`config.mk`:
```
export PLATFORM = sky130hd
export DESIGN_NAME = psum_accumulator
export DESIGN_NICKNAME = d
export VERILOG_FILES = /design/src/rtl/psum_accumulator.sv
export SDC_FILE = /design/constraint.sdc
export NUM_CORES = 1
export LEC_CHECK = 0
export CORE_UTILIZATION = 50
export DETAILED_ROUTE_END_ITERATION = 10
export PLACE_DENSITY = 0.78
export SLEW_MARGIN = 20
export SYNTH_ARGS = -nofsm -noshare
export SYNTH_HDL_FRONTEND = slang
export SYNTH_SLANG_ARGS = --single-unit
```
`constraint.sdc`:
```
create_clock -name clk -period 2.8 [get_ports clk]
set_clock_uncertainty 0.1 [all_clocks]
set_input_delay 0.42 -clock clk [delete_from_list [all_inputs] [get_ports clk]]
set_output_delay 0.42 -clock clk [all_outputs]
set_load 0.05 [all_outputs]
```
`src/rtl/psum_accumulator.sv`:
```
// psum_accumulator
// Sums unsigned partial sums from the adder tree over a programmable number
// of passes and hands one saturated result per job to the output buffer over
// a valid/ready stream.
//
//   state | meaning
//   ------+---------------------------------------------------------------
//   IDLE  | no job; waiting for start
//   ACCUM | accepting partial sums, one per beat, until the pass count is met
//   OUT   | result presented on out_data/out_sat until the consumer takes it
module psum_accumulator #(
   parameter int DATA_WIDTH = 16,
   parameter int MAX_PASSES = 16,
   parameter int CNT_WIDTH  = $clog2(MAX_PASSES + 1)
) (
   input  logic                  clk,
   input  logic                  rst_n,
   input  logic                  start,
   input  logic [CNT_WIDTH-1:0]  cfg_passes,
   input  logic                  in_valid,
   output logic                  in_ready,
   input  logic [DATA_WIDTH-1:0] in_data,
   output logic                  out_valid,
   input  logic                  out_ready,
   output logic [DATA_WIDTH-1:0] out_data,
   output logic                  out_sat,
   output logic                  busy
);

   typedef enum logic [1:0] {
      IDLE  = 2'd0,
      ACCUM = 2'd1,
      OUT   = 2'd2
   } state_t;

   localparam logic [CNT_WIDTH-1:0]  MAX_P    = CNT_WIDTH'(MAX_PASSES);
   localparam logic [CNT_WIDTH-1:0]  ONE_P    = CNT_WIDTH'(1);
   localparam logic [DATA_WIDTH-1:0] ALL_ONES = {DATA_WIDTH{1'b1}};

   state_t                state;
   logic [DATA_WIDTH-1:0] acc;
   logic [CNT_WIDTH-1:0]  cnt;
   logic [CNT_WIDTH-1:0]  passes;
   logic                  sat;

   logic [DATA_WIDTH:0]   sum;
   logic                  sum_sat;
   logic                  beat;
   logic                  last_beat;

   // A request of zero passes still consumes one beat; oversize requests clip
   // to the largest job the counter is sized for.
   function automatic logic [CNT_WIDTH-1:0] clamp_passes(input logic [CNT_WIDTH-1:0] req);
      if (req == '0)
         return ONE_P;
      else if (req > MAX_P)
         return MAX_P;
      else
         return req;
   endfunction

   // Wide add so the carry is visible; reaching all-ones counts as saturation.
   always_comb begin
      sum       = {1'b0, acc} + {1'b0, in_data};
      sum_sat   = (sum >= {1'b0, ALL_ONES});
      beat      = in_valid && (state == ACCUM);
      last_beat = (cnt == (passes - ONE_P));
   end

   // Control FSM with accumulator, pass counter and sticky saturation flag.
   always_ff @(posedge clk or negedge rst_n) begin
      if (!rst_n) begin
         state  <= IDLE;
         acc    <= '0;
         cnt    <= '0;
         passes <= '0;
         sat    <= 1'b0;
      end else begin
         case (state)
            IDLE: begin
               if (start) begin
                  passes <= clamp_passes(cfg_passes);
                  acc    <= '0;
                  cnt    <= '0;
                  sat    <= 1'b0;
                  state  <= ACCUM;
               end
            end
            ACCUM: begin
               if (beat) begin
                  if (sum_sat) begin
                     acc <= ALL_ONES;
                     sat <= 1'b1;
                  end else begin
                     acc <= sum[DATA_WIDTH-1:0];
                  end
                  cnt <= cnt + ONE_P;
                  if (last_beat)
                     state <= OUT;
               end
            end
            OUT: begin
               if (out_ready) begin
                  if (start) begin
                     // Back-to-back job: reload directly, no idle bubble.
                     passes <= clamp_passes(cfg_passes);
                     acc    <= '0;
                     cnt    <= '0;
                     sat    <= 1'b0;
                     state  <= ACCUM;
                  end else begin
                     state <= IDLE;
                  end
               end
            end
            default: state <= IDLE;
         endcase
      end
   end

   // Outputs decode from registered state/acc only; result is masked to zero
   // whenever it is not being offered.
   always_comb begin
      in_ready  = (state == ACCUM);
      out_valid = (state == OUT);
      out_data  = (state == OUT) ? acc : '0;
      out_sat   = (state == OUT) ? sat : 1'b0;
      busy      = (state != IDLE);
   end

endmodule

```
==> flow_metrics.env <==
export IMPL_grt_util_met1_pct=38.0
export IMPL_path_max_fanout=4
export IMPL_hold_viol_final=0
export IMPL_antenna_found_initial=0
export IMPL_grt_pass1_wl_um=10800
export IMPL_design_area_um2=3240
export IMPL_track_usage_pct=27.8
export IMPL_routed_wl_um=6260
export IMPL_n_fill_cell=344
export IMPL_multiInputGateArea_um2=1570
export IMPL_overflow=0
export IMPL_synth_enable_flop_cells=0
export IMPL_irDropWorstVdd_mv=0.539
export IMPL_dpl_instance_area_um2=3060
export IMPL_crit_chain="clkdlybuf4s50_1 -> ha_1 -> buf_4 -> nand3_1 -> o2111ai_1 -> o21a_2 -> xor2_1 -> nand4_1 -> nor4_2 -> nand4_1 -> nand3_1"
export IMPL_vias=2282
export IMPL_initial_core_util_pct=52.3
export IMPL_synth_flop_cell="dfrtp_1"
export IMPL_hold_class="flip-flop to flip-flop"
export IMPL_synth_area_top_cells="dfrtp_1 (32%), ha_1 (9.8%), nand2_1 (7.7%)"
export IMPL_status="completed"
export IMPL_numCtsBuffers=5
export IMPL_clk_path_buf_depth=2
export IMPL_fin_util_pct=74.0
export IMPL_yosysTopAreaCell="dfrtp_1"
export IMPL_ys_async_sr_fraction_pct=100
export IMPL_io_pins=46
export IMPL_drc=0
export IMPL_hold_buffers=0
export IMPL_maxSlewViolCount=0
export IMPL_p_total_w=0.00338
export IMPL_use_met3_pct=5.38
export IMPL_min_period_over_period_pct=94.5
export IMPL_fmax_ghz=0.378
export IMPL_cts_tree="built"
export IMPL_setup_viol=0
export IMPL_grt_max_degree=30
export IMPL_clkTransAtPathRegs_ns=0.07
export IMPL_regArea_um2=726
export IMPL_critPathSlowestCell="clkdlybuf4s50_1"
export IMPL_synth_most_common_cell="nand2_1"
export IMPL_place_hpwl_um=4520
export IMPL_worst_slew_pin_transition_ns=0.674
export IMPL_rows=24
export IMPL_via_per_inst=5.81
export IMPL_yosysTopAreaCellShare_pct=31.6
export IMPL_syn_inst=280
export IMPL_slew_headroom_pct=55.0
export IMPL_syn_avg_cell_area_um2=8.19
export IMPL_crit_type="input pin to flip-flop"
export IMPL_synth_commonest_cells="nand2_1 (47), dfrtp_1 (29), a21oi_1 (20)"
export IMPL_grt_pass1_vias=2327
export IMPL_reg2reg_setup_slack_ns=0.19
export IMPL_worst_hold_slack_ns=0.393
export IMPL_area_growth_pct=41.4
export IMPL_slowest_delay_ns=0.41
export IMPL_core_um2=4380
export IMPL_clockRootBuffer="clkbuf_8"
export IMPL_n_antenna_cell=0
export IMPL_die_w_um=69.7
export IMPL_p_leak_nw=1.48
export IMPL_startpoint_type="input pin"
export IMPL_synth_yosys_seq_area_share_pct=31.6
export IMPL_ys_ff_latch=29
export IMPL_routedWlPerCell_um=15.9
export IMPL_cts_sink_count=29
export IMPL_clock_latency_ns=0.29
export IMPL_yosys_cell_types_count=47
export IMPL_ant_nets=0
export IMPL_die_area_um2=4860
export IMPL_period_needed_ns=2.65
export IMPL_fin_nets=385
export IMPL_syn_num_nets=325
export IMPL_die_h_um=69.7
export IMPL_drt_first_iter_violations=144
export IMPL_cp_arrival_ns=2.77
export IMPL_drive_gt1_share_pct=15.8
export IMPL_power_density_nw_per_um2=1040
export IMPL_htree_num_levels=2
export IMPL_use_met2_pct=45.0
export IMPL_critPathCaptureType="flip-flop"
export IMPL_port_buffers=45
export IMPL_firstDrtPassIters=5
export IMPL_drv_cap=0
export IMPL_place_congestion=0.958
export IMPL_netlist_area_um2=2290
export IMPL_yosys_warnings=0
export IMPL_crit_required_ns=2.93
export IMPL_busiest_layer="met2"
==> final cells by class <==
class	instances	share of cell area, %
Multi-Input combinational cell	237	48.5
Timing Repair Buffer	58	22.5
Sequential cell	29	22.4
Clock buffer	7	2.66
Tap cell	52	2.01
Inverter	9	1.04
Clock inverter	1	0.926
==> per-layer routing <==
| layer | wire length [µm] | up-vias |
|---|---|---|
| li1 | - | 1109 |
| met1 | 2900 | 1083 |
| met2 | 2990 | 79 |
| met3 | 304 | 11 |
| met4 | 66 | 0 |
| met5 | 0 | - |
==> layout by cell type (no fill, tap or decap), types with 4 or more instances in the layout <==
cell,count
o21ai_1,11
xnor2_1,8
o21ai_0,18
nor2b_1,5
a21o_1,6
and3_1,5
nand2_1,47
nor2_1,15
clkdlybuf4s50_1,26
nand2b_1,4
dfrtp_1,29
inv_1,8
ha_1,17
buf_4,13
nand4_1,5
buf_12,18
nand3_1,4
and2_1,17
a21oi_1,18
xor2_1,10
clkbuf_8,6
==> worst paths after layout <==
kind / startpoint / depth (start not counted) / end
setup / recovery: in_data[2] / 11 / sat
hold / removal: sat / 2 / sat
setup reg to reg: acc[0] / 11 / sat
hold reg to reg: sat / 2 / sat
max in group asynchronous: rst_n / 2 / cnt[4]
min in group asynchronous: rst_n / 2 / acc[8]
==> logic make-up (layout without fill, tap and decap cells) <==
kind of cell	count (synthesis)	count (layout)	synth area share, %
and+or+nand+nor	121	122	27.3
AOI/OAI and AO/OA	76	76	19.9
DFF	29	29	31.6
adders and majority gates	19	19	10.7
xor gates and xnor gates	19	19	7.26
buffers and inverters	15	75	2.78
muxes	1	1	0.436
==> sequential cells by signal (all words and copies together), names as in the netlist <==
register and cells:
cnt 5, sat 1, state 2, passes 5, acc 16
==> worst max-delay path, delay by kind of cell <==
family	cells	cell delay (ns)
simple gates	5	0.76
compound gates	2	0.54
buf+inv	2	0.53
fa+ha+maj	1	0.30
xor+xnor	1	0.23
==> what timing repair did <==
item,CTS,global route
pin swaps,0,10
gates resized for setup,1,14
cloned,0,1
setup endpoints to repair,1,12
setup buffers,0,0
==> report_power, final <==
group,total [W],switching (W),internal (W)
Clock,0.000455,0.000165,0.000290
Sequential,0.000806,0.000191,0.000615
Combinational,0.00212,0.00120,0.000912
Total,0.00338,0.00156,0.00182
==> metrics by stage <==
step	worst slack (ns)	std cells	TNS, ns
3_3_place_gp	-0.187	384	-1.75
3_5_place_dp	-0.254	384	-2.84
6_report	0.155	393	0
5_1_grt	-0.0346	393	-0.0346
4_1_cts	0.0226	392	0
2_1_floorplan	0.274	280	0
Power figures use the tool's default switching activity.
==> patch (config.mk and constraints unchanged) <==
The parameter `MAX_PASSES` goes from 16 to 64.
--- a/src/rtl/psum_accumulator.sv
+++ b/src/rtl/psum_accumulator.sv
@@ -12,3 +12,3 @@
    parameter int DATA_WIDTH = 16,
-   parameter int MAX_PASSES = 16,
+   parameter int MAX_PASSES = 64,
    parameter int CNT_WIDTH  = $clog2(MAX_PASSES + 1)
Ports: changed (resized cfg_passes); port bits go from 46 to 48. No check against the original RTL was run, so the function may have changed too.
==> patch against the original RTL <==
Sequential cell count is 4 higher. Synthesized cell count is 11% higher. Global-route usage is 0.44 points lower. Worst setup slack worse by 0.12 ns. Power is 9.6% higher. Synthesized area is 14% higher. Cell count is 19% higher. Count of clock-buffer cells in the layout is 1 higher. Non-clock buffer count is 34 higher. Wire length is 13% higher. Fmax is 4.4% lower. Final area is 16% higher. Critical path type unchanged. Critical endpoint unchanged. Highest routed layer unchanged.
==> patch: results (changes against the original RTL) <==
| Metric | Value |
|---|---|
| Layout cells sized above 1 | `22.00% (+6.2 points)` |
| Gate count of the mapped netlist | `312 (+11%)` |
| Top cell family by delay on the critical path | `compound AO/OA/AOI/OAI gates` |
| Vias in the first global route | `2,596 (+12%)` |
| Worst-path maximum fanout | `3 (-1)` |
| Global-route wire length before repair | `11,650 um (+8.1%)` |
| Slew of the pin with the lowest slew margin | `0.5029 ns (-0.1716 ns)` |
| Post-synth top cells | `a21oi_1 (36), dfrtp_1 (33), nor2_1 (25)` |
| DP Cell Count | `457 (+19%)` |
| Worst VDD drop | `552.9 uV (+2.6%)` |
| IO Port Bufs | `47 (+4.4%)` |
| P_leak | `1.630 nW (+10%)` |
| Pre-CTS setup slack | `-0.4844 ns (-0.2304 ns)` |
| Post-synthesis cell type count | `55 (+17%)` |
| Routability cong. | `0.8812 (-8.0%)` |
| Seq/Total Area, Yosys | `31.49% (-0.15 points)` |
| Status | `completed` |
| Async SR Flop Fraction | `100.0% (unchanged)` |
| Tot GR Track Use | `27.39% (-0.44 points)` |
| Pin count of the biggest net entering global routing | `34 (+13%)` |
| Post-layout nets | `446 (+16%)` |
| Post-Synthesis Net Count | `359 (+10%)` |
| Top flop regs | `acc: 16 flops, cnt: 7 flops, passes: 7 flops` |
| Detailed-route wire length | `7060 um (+13%)` |
| DP HPWL | `5395 um (+19%)` |
| WL per Instance | `15.12 um (-5.1%)` |
| Drt first-iter violations | `131 (-9.0%)` |
| Dpl cell area | `3611 sq um (+18%)` |
| Worst path arrival time | `2.88 ns (+0.11 ns)` |
[patch: changes by cell type after synthesis, sizes merged, moves of 4 or more]
cell and delta:
nand2b +7, dfrtp +4, a211oi +5, a31oi +9, nor2b -4, clkbuf +5
or3 +4, a21oi +16, o21ai -15, nand2 -27, nor2 +11
[patch: power by group]
group          internal [mW]  leakage [nW]  switching (mW)
registers              0.669         0.385           0.206
logic                   1.21          1.20            1.27
clock network          0.177        0.0395           0.169
[patch: repair_timing]
action                                  4_1_cts  5_1_grt
pin swaps                                     6        4
buffers inserted                              2        0
endpoints found under the setup margin       17       16
resized for setup                             8        9
[patch: kinds of logic (layout without fill, tap and decap cells)]
group,Yosys count,count (layout),synth area share (%)
buffers and inverters,21,109,3.435
flip-flops,33,33,31.49
XOR/XNOR,19,19,6.345
multiplexers,2,2,0.8111
AO/OA/AOI/OAI,102,102,25.00
adder cells (fa/ha/maj),19,19,9.351
AND/OR/NAND/NOR,116,116,23.57
[patch: path summary, 6_finish.rpt]
check,from,slack [ns],end,depth (start not counted)
worst max register to register,acc[0],0.13,sat,10
min in group asynchronous,rst_n,0.44,acc[0],2
worst min-delay path,sat,0.40,sat,2
worst max-delay path,in_data[2],0.03,sat,9
max in group asynchronous,rst_n,1.85,cnt[1],2
worst min register to register,sat,0.40,sat,2
[patch: through the flow]
step                      total power, mW  utilization (%)
after global routing                3.997            77.33
after detailed placement            3.198            74.00
after global placement              3.104            74.00
after floorplan                     2.349                -
final                               3.700            77.33
after CTS                           3.614            76.33
[patch: worst min-delay path: cells and delay by family, from the launching register on]
family	cells	cell delay (ns)
AND/OR/NAND/NOR	1	0.07
flip-flops	1	0.35
AO/OA/AOI/OAI	1	0.05
[patch: layer usage]
layer  GRT usage, %  share of wire (%)  up-vias
met5              0                  0        -
met1          37.19                 44     1300
met3          4.743                4.4        5
met2          45.65                 50       65
li1               -                  -     1313
met4          6.289               0.78        0
[patch: area by class of cell]
type                    instances  area (sq um)
multi-input cells             258          1773
flip-flops and latches         33         825.8
clock buffers                   8         80.08
inverters                       9         33.78
fillers                       362          1106
well taps                      67         83.83
repair buffers                 92         977.2
